$ cat config.mk
export PLATFORM = sky130hd
export DESIGN_NAME = iter_counter
export DESIGN_NICKNAME = d
export VERILOG_FILES = /design/src/rtl/alu_ctrl_pkg.sv /design/src/rtl/iter_counter.sv
export SDC_FILE = /design/constraint.sdc
export NUM_CORES = 1
export LEC_CHECK = 0
export BUFFER_PORTS_ARGS = -buffer_cell sky130_fd_sc_hd__buf_4
export CAP_MARGIN = 20
export CORE_AREA = 2 2 39 41
export CTS_BUF_LIST = sky130_fd_sc_hd__clkbuf_8 sky130_fd_sc_hd__clkbuf_16
export DETAILED_ROUTE_END_ITERATION = 6
export DIE_AREA = 0 0 41 43
export SLEW_MARGIN = 40
export SYNTH_ARGS = -nofsm -noshare
export SYNTH_HDL_FRONTEND = slang
export SYNTH_SLANG_ARGS = --single-unit
$ cat constraint.sdc
create_clock -name clk -period 2.01 [get_ports clk]
set_input_delay 0.3015 -clock clk [delete_from_list [all_inputs] [get_ports clk]]
set_output_delay 0.3015 -clock clk [all_outputs]
set_load 0.1 [all_outputs]
$ cat src/rtl/alu_ctrl_pkg.sv
// Shared constants for the ALU control unit: counter modes and the default
// loop counts used by the multiply/divide sequencers.
package alu_ctrl_pkg;

    localparam int CNT_WRAP      = 0;
    localparam int CNT_SAT       = 1;

    localparam int CNT_WIDTH_DEF = 3;
    localparam int MUL_LOOP_CNT  = 7;
    localparam int DIV_LOOP_CNT  = 7;

endpackage

$ cat src/rtl/iter_counter.sv
// Iteration counter for multiply/divide loop control: up/down stepping with
// clear, load, wrap/saturate mode, a terminal pulse and a sticky done flag.
module iter_counter
    import alu_ctrl_pkg::*;
#(
    parameter int WIDTH = CNT_WIDTH_DEF,
    parameter int N_REQ = 2,
    parameter int TERM  = MUL_LOOP_CNT,
    parameter int SAT   = CNT_WRAP
) (
    input  logic             clk,
    input  logic             rst,
    input  logic             clr,
    input  logic             load,
    input  logic [WIDTH-1:0] load_val,
    input  logic [N_REQ-1:0] req,
    input  logic             dn,
    output logic [WIDTH-1:0] cnt,
    output logic             at_term,
    output logic             tc_pulse,
    output logic             done
);

    localparam logic [WIDTH-1:0] TERM_V   = WIDTH'(TERM);
    localparam logic [WIDTH-1:0] ALL_ONES = '1;
    localparam bit               SAT_MODE = (SAT == CNT_SAT);

    logic             step;
    logic [WIDTH-1:0] cnt_nxt;
    logic             tc_nxt;
    logic             done_nxt;

    assign step    = |req;
    assign at_term = (cnt == TERM_V);

    // NOTE: every output of this block is given a default first, so no path
    // leaves a value unassigned and no latch is inferred.
    always_comb begin
        cnt_nxt  = cnt;
        tc_nxt   = 1'b0;
        done_nxt = done;
        if (clr) begin
            cnt_nxt  = '0;
            done_nxt = 1'b0;
        end else if (load) begin
            cnt_nxt  = load_val;
            done_nxt = 1'b0;
        end else if (step) begin
            if (!dn) begin
                if (cnt == TERM_V) begin
                    cnt_nxt = SAT_MODE ? cnt : '0;
                end else if (SAT_MODE && cnt == ALL_ONES) begin
                    // Loaded above TERM and already at the top: hold, do not roll over.
                    cnt_nxt = cnt;
                end else begin
                    cnt_nxt = cnt + 1'b1;
                end
            end else begin
                if (cnt == '0) begin
                    cnt_nxt = SAT_MODE ? '0 : TERM_V;
                end else begin
                    cnt_nxt = cnt - 1'b1;
                end
            end
            tc_nxt = (cnt_nxt == TERM_V) && (cnt != TERM_V);
            if (tc_nxt) begin
                done_nxt = 1'b1;
            end
        end
    end

    // NOTE: sequential state uses non-blocking assignments so every register
    // samples the pre-edge values regardless of statement order.
    always_ff @(posedge clk or negedge rst) begin
        if (!rst) begin
            cnt <= '0;
        end else begin
            cnt <= cnt_nxt;
        end
    end

    always_ff @(posedge clk or negedge rst) begin
        if (!rst) begin
            tc_pulse <= 1'b0;
            done     <= 1'b0;
        end else begin
            tc_pulse <= tc_nxt;
            done     <= done_nxt;
        end
    end

endmodule

; After elaboration in Yosys (flattened, before gate mapping)
; Cells that the tools add are included.
[classes]
n_addsub = 2
mux = 16
eq_ne = 3
n_reduce_logical = 6
[op_table]
columns = cell, count
row1 = 2-to-1 mux 3 bit, 9
row2 = 2-to-1 mux 1 bit, 7
row3 = == test 3 bit (second input constant), 2
row4 = nonzero test 3 bit, 2
row5 = adder 3 x 1 -> 3 bit (second input constant), 1
row6 = logical NOT 3 bit, 1
row7 = inequality test 3 bit (second input constant), 1
row8 = subtractor 3 x 1 -> 3 bit (second input constant), 1
row9 = AND reduction 2 bit, 1
row10 = OR reduction 2 bit, 1
row11 = logical AND 1 bit, 1
[word_totals]
wordCells = 30
regBits = 5

; Logic depth before layout (Yosys ltp)
; Gate-level depths: netlist (run 1).
[depth]
depth_word = 12
ltp_mapped = 5
depth_no_buf = 5

; Worst setup path before layout (run 1)
; OpenSTA, ideal clock, no wires.
[synth_path]
path_type = register to register
start = register cnt[1]
end = register done
period_less_slack_ns = 2.610
arrival_time_ns = 2.483
slack_ns = -0.600
path_buffers = 0
stages_incl_launch_ff = 6
required_ns = 1.883
path_cell_list = dfrtp_1 ha_1 ha_1 nor2b_1 o22ai_1 o31ai_2
[synth_between]
elab_chain_len = 10
elab_cells_between_ends = 15
classes_between = add/sub: 2 / eq/ne: 3 / mux: 6 / reduce/logical: 4
[synth_rtl]
columns = element, line
row1 = start: declaration, iter_counter.sv:18  ; output logic [WIDTH-1:0] cnt,
row2 = start signal: assignment, iter_counter.sv:78  ; cnt <= cnt_nxt;
row3 = == test 3 bit, n/a
row4 = named net at_term, iter_counter.sv:19  ; output logic at_term,
row5 = 2-to-1 mux 3 bit, iter_counter.sv:50  ; if (cnt == TERM_V) begin
row6 = 2-to-1 mux 3 bit, iter_counter.sv:49  ; if (!dn) begin
row7 = 2-to-1 mux 3 bit, iter_counter.sv:48  ; end else if (step) begin
row8 = 2-to-1 mux 3 bit, iter_counter.sv:45  ; end else if (load) begin
row9 = 2-to-1 mux 3 bit, iter_counter.sv:42  ; if (clr) begin
row10 = == test 3 bit, iter_counter.sv:65  ; tc_nxt = (cnt_nxt == TERM_V) && (cnt != TERM_V);
row11 = logical AND 1 bit, iter_counter.sv:65
row12 = nonzero test 3 bit (no line), n/a
row13 = AND reduction 2 bit (no line), n/a
row14 = end signal: assignment, iter_counter.sv:88  ; done <= done_nxt;
row15 = end: declaration, iter_counter.sv:21  ; output logic done
; The timed path passes the listed nets, and every way through them passes these cells. The select of a mux whose other input is x is not followed.
; A chain may end at the register's enable or synchronous reset.

; Worst setup path after layout (run 1)
[layout_path]
start = register cnt[0]
end = output port at_term
[layout_between]
elab_chain_len = 1
[layout_rtl]
columns = element, line
row1 = == test 3 bit, iter_counter.sv:34  ; assign at_term = (cnt == TERM_V);
row2 = end: declaration, iter_counter.sv:19
; Every way passes these cells.

==> out/metrics.yaml, run 1 <==
r2r_slack_ps: 470
status: "completed"
worst_r2r_startpoint: "cnt[0]$_DFFE_PN0P_"
grt_max_degree: 9
clk_latency_ps: 220
dp_hpwl_um: 780
dr.pass1.iters: 3
synth_top_area_share: 0.323
worst_pin_slew_ps: 280
wl_per_cell_um: 11.6
finalSetupViolCount: 0
tritoncts: "yes"
die_area_mm2: 0.00176
vias: 399
min_from: "clr"
crit_buf_inv: 1
hold_path_end: "cnt[1]$_DFFE_PN0P_"
cts_root_buf: "clkbuf_8"
period_share: 0.782
ys_ff_latch: 5
post-cts-setup-buffers: 0
yosysMostFrequentCell: "dfrtp_1"
crit_fanout: 4
netlist_instances: 43
synth_nets: 57
die_x_um: 41
cpMaxStageDelayCell: "dfrtp_2"
worstSetupEndpointType: "output pin"
rsz0062_at_grt: "no"
drt_iter0_markers: 4
cts_resized: 0
synth.area.top_cells: "dfrtp_1 32%, ha_1 13%, o21ai_0 3.9%"
yosysTopAreaCell: "dfrtp_1"
portBuffers: 15
gp_congestion: 0.757
final.setup.tns_ps: 0
worstSetupPathType: "register to output pin"
postSynth.asyncResetShare: 1.00
finalWirelength_um: 919
area_growth_pct: 50.0
slew_headroom: 0.815
clock_sinks: 5
reg2reg_to: "cnt[1]$_DFFE_PN0P_"
grt_usage: 0.132
ir_drop_mv: 0.190
fin_cells: 79
clock_path_buffers: 2
fmax_mhz: 636
dieHeight_um: 43
p_per_area_mw_per_mm2: 776
min_path_cells: 2
htreeDepth: 1
fin_hold_ws_ps: 257
drive_gt1_frac: 0.429
crit_family: "adder cells"
ioPinCount: 16
slowest_delay_ps: 410
critPathLaunch: "cnt[0]$_DFFE_PN0P_"
core_area_mm2: 0.00138
hold_viol_final: 0
final_max_slew_viol_count: 0
gr-total-overflow: 0
cap_violations: 0
synth_edf_count: 0
initial_core_util: 0.280
avgSynthCellArea_um2: 9.02
synth_ff_type: "dfrtp_1"
syn_area_um2: 388
rows: 14
viasPerCell: 5.05
period_needed_ps: 1570
cts_buffers: 3
synth_commonest_cells: "5 x dfrtp_1, 4 x ha_1, 4 x inv_1, 4 x nand2_1"
worst_ep_required_time_ps: 1710
worstPathArrival_ps: 1270
ff2ff_path_depth: 5
hp-class: "input port to register"
num_antenna_cells: 0
ant_nets: 0
leakage_nw: 0.268
grt_first_pass_wirelength_um: 1550
clk_pin_slew_ps: 40
antenna_found_initial: 0
drc_errors: 0
path_cells: "ha_1 -> ha_2 -> buf_4"
grt_pass1_vias: 396
ys_types: 23
critPathLaunchType: "register"
holdBufCountCts: 1
ys_seq_area_frac: 0.323
ys_warn_count: 0
nets: 78
fin_skew_ps: 3.49
placed_cells: 74
==> how the worst max path moves through the flow <==
stage | endpoint | slack (ps) | cells past startpoint
global route | cnt[2]$_DFFE_PN0P_ | 380 | 5
detailed placement | cnt[2]$_DFFE_PN0P_ | 480 | 5
CTS | at_term | 430 | 3
finish | at_term | 440 | 3
global placement | done$_DFFE_PN0P_ | 510 | 5
floorplan | cnt[0]$_DFFE_PN0P_ | 10 | 5
==> sequential cells by signal (all words and copies together) (netlist names) <==
register,cells
cnt,3
done,1
tc_pulse,1
==> power breakdown <==
part | switching [mW] | internal, mW
clock network | 0.0470 | 0.131
logic | 0.103 | 0.0524
registers | 0.00849 | 0.110
total | 0.159 | 0.293
==> cell families (layout without fill, tap and decap cells) <==
group | count (synthesis) | in the layout | synth area share
AOI/OAI and AO/OA | 11 | 11 | 0.226
and+or+nand+nor | 19 | 19 | 0.284
DFF | 5 | 5 | 0.323
buffers and inverters | 4 | 24 | 0.0387
adders and majority gates | 4 | 4 | 0.129
==> layer usage <==
layer	wire, um	vias to the layer above	track usage
li1	-	200	-
met1	355	187	0.129
met2	501	10	0.222
met3	46	2	0.0314
met4	16	0	0.0933
met5	0	-	0
==> metrics by stage <==
stage | power (mW) | area, um2 | setup slack (ps) | utilization
3_5_place_dp | 0.274 | 527 | 479 | 0.381
2_1_floorplan | 0.228 | 394 | 11.3 | -
4_1_cts | 0.456 | 582 | 428 | 0.420
6_report | 0.451 | 582 | 437 | 0.420
5_1_grt | 0.481 | 582 | 380 | 0.420
3_3_place_gp | 0.272 | 527 | 508 | 0.381
==> placed cells by master, fill, tap and decap left out, drive strengths merged <==
cell and n:
nand2b 1, and3b 1, inv 5, clkbuf 3, and2b 1, dfrtp 5
o22ai 1, or3 1, o221ai 1, nand2 4, or2 1, buf 15
or4 1, nor3 2, o21ai 3, dlygate4sd3 1, a31oi 1, a311oi 1
nand3 1, o2111ai 1, a211oi 2, nor2b 2, ha 4, nand3b 1
o31ai 1, nor2 3
==> area by class of cell <==
class / instances / area, um2
fillers: 134 / 802
flip-flops and latches: 5 / 129
repair buffers: 16 / 123
clock inverters: 1 / 3.75
inverters: 4 / 15.0
multi-input cells: 34 / 250
well taps: 16 / 20.0
clock buffers: 3 / 41.3
(Power assumes the default switching activity.)
==> inputs of run 2 (changes only) <==
==> constraint.sdc (replaced) <==
create_clock -name clk -period 1.5 [get_ports clk]
set_input_delay 0.225 -clock clk [delete_from_list [all_inputs] [get_ports clk]]
set_output_delay 0.225 -clock clk [all_outputs]
set_load 0.1 [all_outputs]
==> out/metrics.yaml, run 2 (synthesis gave the netlist of run 1 again) <==
drt_iter0_markers: 6
ir_drop_mv: 0.389
largest_reg_flops: 3
die_x_um: 41
dieHeight_um: 43
worstSetupEndpointType: "register"
final_max_slew_viol_count: 0
nets: 78
ant_nets: 0
nFillCells: 140
fin_cells: 79
cap_violations: 0
viasPerCell: 5.11
status: "complete, but fails checks"
multi_input_area_um2: 319
path_cells: "inv_4 -> ha_2 -> nor2b_1 -> o22ai_1 -> o31ai_2"
placed_cells: 74
gr-total-overflow: 0
antenna_found_initial: 0
vias: 404
gp_congestion: 0.791
grt_pass1_vias: 373
r2r_slack_ps: -1
final_common_cell: "buf_4"
setup_ws_ps: -1.29
min_from: "clr"
worst_ep_required_time_ps: 1590
wl_per_cell_um: 12.5
num_antenna_cells: 0
post-cts-setup-buffers: 0
drive_gt1_frac: 0.603
tritoncts: "yes"
grt_first_pass_wirelength_um: 1650
critPathLaunchType: "register"
crit_fanout: 4
period_share: 1.00
core_area_mm2: 0.00138
worstSetupPathType: "register to register"
drc_errors: 0
ff2ff_path_depth: 5
clk_latency_ps: 220
cpMaxStageDelayCell: "dfrtp_4"
dp_hpwl_um: 822
finalPower_uw: 642
final_cell_mix: "14 x buf_4, 4 x nand2_1, 3 x nor2_1, 3 x inv_1, 3 x clkbuf_8"
leakage_nw: 0.275
cts_buffers: 3
p_per_area_mw_per_mm2: 970
crit_family: "flip-flops"
finalSetupViolCount: 1
clk_pin_slew_ps: 40
portBuffers: 15
initial_core_util: 0.280
die_area_mm2: 0.00176
min_path_cells: 2
slew_headroom: 0.777
hp-class: "input port to register"
rsz0062_at_grt: "yes"
htreeDepth: 1
violations: "setup timing"
area_growth_pct: 70.6
reg.largest.list: "cnt (3), done (1), tc_pulse (1)"
cp.depth: 5
top_register: "cnt"
reg2reg_to: "done$_DFFE_PN0P_"
grt_usage: 0.137
finalWirelength_um: 990
slowest_delay_ps: 500
hold_path_end: "cnt[2]$_DFFE_PN0P_"
cts_root_buf: "clkbuf_8"
clock_sinks: 5
rows: 14
worstPathArrival_ps: 1600
crit_buf_inv: 1
final.setup.tns_ps: -1.29
area.sequential_um2: 134
ioPinCount: 16
period_needed_ps: 1500
worst_r2r_startpoint: "cnt[0]$_DFFE_PN0P_"
dr.pass1.iters: 4
clock_path_buffers: 2
grt_max_degree: 9
fin_skew_ps: 1.78
worst_pin_slew_ps: 334
fmax_mhz: 666
hold_viol_final: 0
run 2: cell counts in the layout (fill, tap and decap cells not counted):
Identical to the previous run, type by type.
run 2: metrics by stage:
stage	cell area, um2	worst slack (ps)	hold slack (ps)	util
after global routing	662	-25.0	184	0.478
after detailed placement	581	26.4	32.3	0.420
after floorplan	448	-178	-70.6	-
after global placement	581	66.3	31.7	0.420
final	662	-1.29	183	0.478
after CTS	639	12.9	185	0.462
run 2: layout make-up:
cell class | instances | share of cell area
clock inverter | 1 | 0.00567
inverter | 4 | 0.0265
timing repair buffer | 16 | 0.191
multi-input combinational | 34 | 0.482
sequential | 5 | 0.202
tap | 16 | 0.0302
clock buffer | 3 | 0.0624
run 2: what timing repair did:
| action | CTS | global route |
|---|---|---|
| endpoints found under the setup margin | 1 | 2 |
| hold buffers | 1 | 0 |
| endpoints found under the hold margin | 5 | 0 |
| pin swaps | 0 | 6 |
| gates resized for setup | 1 | 5 |
run 2: worst max-delay path by stage:
stage	endpoint	start	slack, ps
2_1_floorplan	cnt[1]$_DFFE_PN0P_	cnt[0]$_DFFE_PN0P_	-180
3_3_place_gp	done$_DFFE_PN0P_	cnt[0]$_DFFE_PN0P_	70
3_5_place_dp	tc_pulse$_DFF_PN0_	cnt[0]$_DFFE_PN0P_	30
4_1_cts	tc_pulse$_DFF_PN0_	cnt[0]$_DFFE_PN0P_	10
5_1_grt	done$_DFFE_PN0P_	cnt[0]$_DFFE_PN0P_	-30
6_report	done$_DFFE_PN0P_	cnt[0]$_DFFE_PN0P_	-1
run 2: worst register-to-register path: stages (launching register included):
cell	delay (ps)
dfrtp_4	500
inv_4	90
ha_2	280
nor2b_1	140
o22ai_1	260
o31ai_2	100
run 2: power by group:
part / internal (mW) / switching, mW / total [mW]
Sequential: 0.149 / 0.0163 / 0.166
Clock: 0.175 / 0.0655 / 0.241
Combinational: 0.0855 / 0.150 / 0.236
Total: 0.410 / 0.232 / 0.642
run 2: per-layer routing:
metal / part of all wire / GRT usage
met1: 0.41 / 0.170
met4: 0 / 0.0600
met3: 0.057 / 0.0366
met5: 0 / 0
met2: 0.53 / 0.213
